`config.mk`:
```
export PLATFORM = sky130hd
export DESIGN_NAME = mips_cpu_mem_arbiter
export DESIGN_NICKNAME = d
export VERILOG_FILES = /design/src/rtl/mips_cpu_mem_arbiter.sv
export SDC_FILE = /design/constraint.sdc
export NUM_CORES = 1
export LEC_CHECK = 0
export BUFFER_PORTS_ARGS = -buffer_cell sky130_fd_sc_hd__clkbuf_2
export CORE_AREA = 2 2 107 109
export CTS_BUF_LIST = sky130_fd_sc_hd__clkbuf_4 sky130_fd_sc_hd__clkbuf_8
export CTS_CLUSTER_DIAMETER = 120
export DETAILED_ROUTE_END_ITERATION = 8
export DIE_AREA = 0 0 109 111
export GPL_ROUTABILITY_DRIVEN = 0
export PLACE_DENSITY = 0.95
export SLEW_MARGIN = 0
export SYNTH_ARGS = -nofsm -noshare
export SYNTH_HDL_FRONTEND = slang
export SYNTH_SLANG_ARGS = --single-unit
```
`constraint.sdc`:
```
create_clock -name clk -period 4.7 [get_ports clk]
set_clock_uncertainty 0.1 [all_clocks]
set_input_delay 0.705 -clock clk [delete_from_list [all_inputs] [get_ports clk]]
set_output_delay 0.705 -clock clk [all_outputs]
set_load 0.1 [all_outputs]
```
`src/rtl/mips_cpu_mem_arbiter.sv`:
```
// mips_cpu_mem_arbiter: shares one single-port Avalon-style memory between
// the CPU instruction-fetch port and the data-access port.
// Latency: request seen in cycle 0, command on mem_* in cycle 1, stall low in cycle 2.
// Backpressure: mem_waitrequest holds the command; requesters are stalled until their DONE cycle.
//
// Ports:
//   clk, rst_n                   clock, asynchronous active-low reset
//   instr_read/address           fetch request (stall-based master)
//   instr_readdata/stall         fetched word, fetch-not-complete flag
//   data_read/write/address      data request (stall-based master)
//   data_writedata/byteenable    store data and byte lanes
//   data_readdata/stall          load result, data-not-complete flag
//   mem_*                        Avalon-style memory master
//
// Optional feature: define MEM_ARB_RR_EN to alternate between ports when both
// are pending in IDLE. Without it, data always beats fetch.
module mips_cpu_mem_arbiter #(
    parameter int ADDR_W = 32,
    parameter int DATA_W = 32
) (
    input  logic                clk,
    input  logic                rst_n,

    input  logic                instr_read,
    input  logic [ADDR_W-1:0]   instr_address,
    output logic [DATA_W-1:0]   instr_readdata,
    output logic                instr_stall,

    input  logic                data_read,
    input  logic                data_write,
    input  logic [ADDR_W-1:0]   data_address,
    input  logic [DATA_W-1:0]   data_writedata,
    input  logic [DATA_W/8-1:0] data_byteenable,
    output logic [DATA_W-1:0]   data_readdata,
    output logic                data_stall,

    output logic [ADDR_W-1:0]   mem_address,
    output logic                mem_read,
    output logic                mem_write,
    output logic [DATA_W-1:0]   mem_writedata,
    output logic [DATA_W/8-1:0] mem_byteenable,
    input  logic [DATA_W-1:0]   mem_readdata,
    input  logic                mem_waitrequest
);

    localparam int BE_W = DATA_W / 8;

    typedef enum logic [2:0] {
        IDLE    = 3'd0,
        GRANT_I = 3'd1,
        GRANT_D = 3'd2,
        DONE_I  = 3'd3,
        DONE_D  = 3'd4
    } state_t;

    state_t state;

    logic fetch_pend;
    logic data_pend;
    logic pick_data;

    assign fetch_pend = instr_read;
    assign data_pend  = data_read | data_write;

`ifdef MEM_ARB_RR_EN
    // 0 = fetch was granted last, 1 = data was granted last.
    logic last_grant;

    // On contention the port not served last wins; a lone request always wins.
    assign pick_data = data_pend & (~fetch_pend | ~last_grant);
`else
    assign pick_data = data_pend;
`endif

    // Stalls are combinational so a withdrawn request never sees a
    // completion pulse and an idle port never stalls.
    assign instr_stall = instr_read & (state != DONE_I);
    assign data_stall  = data_pend  & (state != DONE_D);

    // The memory command is registered at grant time and cleared when the
    // memory accepts it, so the bus is quiet in IDLE/DONE and the command
    // stays stable for every wait-state cycle.
    always_ff @(posedge clk or negedge rst_n) begin
        if (!rst_n) begin
            state          <= IDLE;
            mem_address    <= '0;
            mem_read       <= 1'b0;
            mem_write      <= 1'b0;
            mem_writedata  <= '0;
            mem_byteenable <= '0;
            instr_readdata <= '0;
            data_readdata  <= '0;
`ifdef MEM_ARB_RR_EN
            last_grant     <= 1'b0;
`endif
        end else begin
            case (state)
                IDLE: begin
                    if (pick_data) begin
                        state          <= GRANT_D;
                        mem_address    <= data_address;
                        mem_byteenable <= data_byteenable;
                        mem_writedata  <= data_writedata;
                        mem_write      <= data_write;
                        // A simultaneous read+write is treated as a write.
                        mem_read       <= data_read & ~data_write;
`ifdef MEM_ARB_RR_EN
                        last_grant     <= 1'b1;
`endif
                    end else if (fetch_pend) begin
                        state          <= GRANT_I;
                        mem_address    <= instr_address;
                        mem_byteenable <= {BE_W{1'b1}};
                        mem_writedata  <= '0;
                        mem_write      <= 1'b0;
                        mem_read       <= 1'b1;
`ifdef MEM_ARB_RR_EN
                        last_grant     <= 1'b0;
`endif
                    end
                end

                GRANT_I: begin
                    if (!mem_waitrequest) begin
                        instr_readdata <= mem_readdata;
                        state          <= DONE_I;
                        mem_address    <= '0;
                        mem_read       <= 1'b0;
                        mem_write      <= 1'b0;
                        mem_writedata  <= '0;
                        mem_byteenable <= '0;
                    end
                end

                GRANT_D: begin
                    if (!mem_waitrequest) begin
                        // Stores leave the load register untouched.
                        if (mem_read) begin
                            data_readdata <= mem_readdata;
                        end
                        state          <= DONE_D;
                        mem_address    <= '0;
                        mem_read       <= 1'b0;
                        mem_write      <= 1'b0;
                        mem_writedata  <= '0;
                        mem_byteenable <= '0;
                    end
                end

                DONE_I, DONE_D: begin
                    state <= IDLE;
                end

                default: begin
                    state <= IDLE;
                end
            endcase
        end
    end

endmodule

```
* Word level (Yosys, flattened, before mapping)
Index checks and enable logic that the tools add are counted.
** Storage, ports and cells
- Bits in registers :: 137
- Output and inout port bits :: 136
- Input port bits :: 138
- Logic and storage cells :: 52
** Operators by class
- Bitwise operators :: 6
- Multiplexer cells :: 23
- Reduce and logical (&&, ||, !) cells :: 7
- Equality and inequality tests :: 8
** Operators by type and width (count)
- $mux W32 :: 5
- $pmux W32 S2 :: 2
- $mux W3 :: 4
- $mux W4 :: 3
- $pmux W3 S3 :: 1
- $reduce_and A3 Y1 :: 3
- $pmux W4 S2 :: 1
- $ne A2 B2 Y1 const B :: 3
- $ne A3 B3 Y1 const B :: 2
- $mux W1 :: 5
- $pmux W1 S2 :: 2
- $and A1 B1 Y1 :: 3
- $eq A3 B1 Y1 const B :: 1
- $eq A3 B2 Y1 const B :: 1
- $logic_not A3 Y1 :: 1
- $ne A3 B2 Y1 const B :: 1
- $not A1 Y1 :: 2
- $reduce_and A2 Y1 :: 1
- $reduce_bool A2 Y1 :: 1
- $reduce_or A2 Y1 :: 1
- $or A1 B1 Y1 :: 1

* Longest topological paths before layout
- Word-level depth :: 4
- Depth in mapped cells :: 7
- Mapped depth without buffers :: 3

* Worst setup path before layout
OpenSTA, ideal clock, no wires.
- Path kind :: input port to output port
- Start point :: input data_write
- End point :: output data_stall
- Required time :: 3.895 ns
- Path buffers :: 1
- Arrival :: 2.482 ns
- Slack :: 1.413 ns
- Cell stages on the path :: 3
- Cell sequence :: nor2_1 buf_1 a21oi_1
** On the way
- Cells in the longest elaborated chain, start to end :: 2
** Ends and longest elaborated chain
- start: declaration :: RTL line 30 : input logic data_write,
- $or A1 B1 Y1 :: RTL line 63 : assign data_pend = data_read | data_write;
- $and A1 B1 Y1 :: RTL line 78 : assign data_stall = data_pend & (state != DONE_D);
- end: declaration :: RTL line 35 : output logic data_stall,
Every way passes these cells.

* Worst setup path in the final report
- Start point :: register state[1]
- End point :: output data_stall
** On the way
- Cells in the longest elaborated chain, start to end :: 2
** Ends and longest elaborated chain
- start: declaration :: RTL line 56 : state_t state;
- start signal: assignment :: RTL line 85 : state <= IDLE;
- start signal: assignment :: RTL line 100 : state <= GRANT_D;
- start signal: assignment :: RTL line 111 : state <= GRANT_I;
- $ne A3 B3 Y1 :: RTL line 78
- $and A1 B1 Y1 :: RTL line 78
Every way passes these cells.

==> flow_summary_export.csv <==
group,metric,value,unit
layout,multi_input_area,0.001889,mm^2
setup_path,crit_fanout,9,
placed_design,pre_cts_ws,2.082,ns
sta,grt_setup_unrepaired,"false",
placed_design,io_buffers,273,
global_route,use_met2,41.20,%
sta,fin_tns_setup,0,ns
clock_tree,cts-buffers-inserted,17,
clock_tree,cts_resized,0,
setup_path,start_kind,"register",
layout,finalNetCount,765,
logic_synthesis,ys_seq_area_share,62.40,%
logic_synthesis,ys_ff_latch,137,
clock_tree,post_cts_buffers,0,
global_route,grt_use_total,23.77,%
logic_synthesis,netlist.area_leader.share,62.40,%
logic_synthesis,ys_types,24,
setup_path,cp_data_arrival_time,1.75,ns
logic_synthesis,syn_area,0.005494,mm^2
die,start_util,49.60,%
sta,worstMarginPinSlew,1.271,ns
layout,n_antenna_cell,0,
sta,period_needed,2.552,ns
sta,period_share,54.29,%
layout,area_growth,33.14,%
die,die_h,111,um
clock_tree,hold_buffers,0,
logic_synthesis,yosysWarnings,0,
clock_tree,clock_path_buffers,2,
logic_synthesis,synth_cells,358,
logic_synthesis,synth_fa_ha_area_share,0.2050,%
sta,max_freq,0.3919,GHz
detailed_routing,vias_per_cell,5.302,
clock_tree,clock_latency,0.42,ns
global_route,use_met1,25.86,%
layout,final_util,66.03,%
clock_tree,cts.clk_slew.worst_paths,0.08,ns
setup_path,r2r-start,"state[1]",
global_route,grt_pass1_vias,4524,
detailed_routing,wire_per_inst,18.09,um
global_route,busiest_layer,"met2",
logic_synthesis,yosys.area_share.simple,1.754,%
setup_path,crit_path_start,"state[1]",
sta,slew_violations,0,
placed_design,dp_hpwl,10.47,mm
detailed_routing,drc_errors,0,
setup_path,critPathKind,"reg2out",
setup_path,required,3.89,ns
clock_tree,cts.sinks,137,
sta,setup_violations,0,
setup_path,end_kind,"output pin",
detailed_routing,drtIter0Drc,237,
clock_tree,htreeDepth,4,
logic_synthesis,synth_nets,496,
die,dieArea,0.01210,mm^2
logic_synthesis,synth_area_per_cell,15.35,um^2
sta,setup_ws,2.148,ns
die,io_pins,274,
detailed_routing,dr.pass1.iters,4,
logic_synthesis,synth_compound_area_share,12.73,%
detailed_routing,routed_wl,14.15,mm
logic_synthesis,synth_area_leader_cell,"dfrtp_1",
sta,hold_viol_final,0,
die,rows,39,
logic_synthesis,synth_mux_area_share,19.34,%
global_route,antenna_found_initial,0,
layout,drive_gt1_share,61.19,%
clock_tree,cts-root-buf,"clkbuf_8",
clock_tree,cts_tree,"yes",
die,fp.dieW,109,um
detailed_routing,detail-route-antenna-nets,0,
logic_synthesis,synth_top_family_by_area,"multiplexers",
global_route,grt_pass1_wl,21.98,mm
die,core_area,0.01108,mm^2
logic_synthesis,synth_xor_xnor_area_share,0,%
layout,fillers,808,
global_route,grt.overflow.total,0,
layout,regArea,0.003428,mm^2
sta,slew_headroom,14.90,%
global_route,met3_usage,9.641,%
global_route,grt_max_degree,110,
status,status,"complete, no violations",
worst_hold_path,min_path_type,"in2async",
logic_synthesis,yosys-top-cells-area,"dfrtp_1, mux2_2, mux2i_1",
job,cap_violations,0,
detailed_routing,via_count,4146,
-- metrics by stage --
| stage | hold WS, ns | std cells | instance area, um^2 |
|---|---|---|---|
| final | 0.2863 | 782 | 7315 |
| after global routing | 0.3364 | 782 | 7315 |
| after CTS | 0.3044 | 782 | 7315 |
| after detailed placement | 0.3725 | 751 | 6922 |
| after global placement | 0.3700 | 751 | 6922 |
| after floorplan | 0.3094 | 358 | 5494 |
-- area by class of cell --
| type | instances | share of cell area, % |
|---|---|---|
| Inverter | 2 | 0.1026 |
| Clock inverter | 13 | 1.984 |
| Sequential cell | 137 | 46.87 |
| Tap cell | 143 | 2.446 |
| Multi-Input combinational cell | 190 | 25.83 |
| Timing Repair Buffer | 279 | 19.38 |
| Clock buffer | 18 | 3.387 |
-- per-layer routing --
| layer | wire length [um] | vias to the layer above | share of wire (%) |
|---|---|---|---|
| li1 | - | 1869 | - |
| met1 | 5198 | 2051 | 37 |
| met2 | 7364 | 195 | 52 |
| met3 | 1336 | 31 | 9.4 |
| met4 | 250 | 0 | 1.8 |
| met5 | 0 | - | 0 |
-- registers in the layout, indices dropped and copies added (netlist names) --
register / count
data_readdata: 32
mem_byteenable: 4
mem_writedata: 32
instr_readdata: 32
mem_address: 32
mem_read: 1
mem_write: 1
state: 3
-- cell usage in the layout, fill, tap and decap left out, types with 2 or more instances in the layout --
master        n
inv_6         3
clkbuf_2    272
buf_4         6
dfrtp_1     137
a21oi_1       3
nor2_1        5
nand2_1       3
a22o_1       32
clkbuf_8     18
bufinv_16     2
clkinvlp_4    6
nor3_1        4
mux2_2       65
mux2i_1      33
o2bb2ai_2    10
o2bb2ai_1    26
inv_1         2
-- kinds of logic after synthesis --
logic type                 count (synthesis)
DFF                                      137
and+or+nand+nor                           17
muxes                                     98
AOI/OAI and AO/OA                         74
buffers and inverters                     31
adders and majority gates                  1
-- path summary, 6_finish.rpt --
kind                       depth (start not counted)           endpoint  slack [ns]
setup reg to reg                                   3   mem_writedata[7]        2.42
max in group asynchronous                          2    mem_address[11]        3.24
setup / recovery                                   3         data_stall        2.15
hold / removal                                     1  mem_writedata[18]        0.29
hold reg to reg                                    1     mem_address[3]        0.39
min in group clk                                   1     mem_address[3]        0.39
-- worst max-delay path, stage by stage (launching register included) --
cell and delay [ns]:
dfrtp_1 0.54, nor2_1 0.15, a21oi_1 0.16, clkbuf_2 0.47
-- cells in the mapped netlist --
library cell  instances
o21a_1                1
a221o_1               1
nor3_1                4
nor2b_1               1
o2bb2ai_1            26
buf_2                16
inv_1                 2
mux2_2               65
o2bb2ai_2            10
mux2i_1              33
buf_1                 2
buf_6                 6
buf_8                 1
a22o_1               32
maj3_2                1
nand2b_1              1
buf_4                 1
nand2_1               3
nor4b_2               2
nor2_1                6
clkbuf_1              3
a211o_1               1
a21oi_1               3
dfrtp_1             137
Power is not shown: default switching activity piles up to over one toggle a cycle in this logic, so the estimate is an artifact.
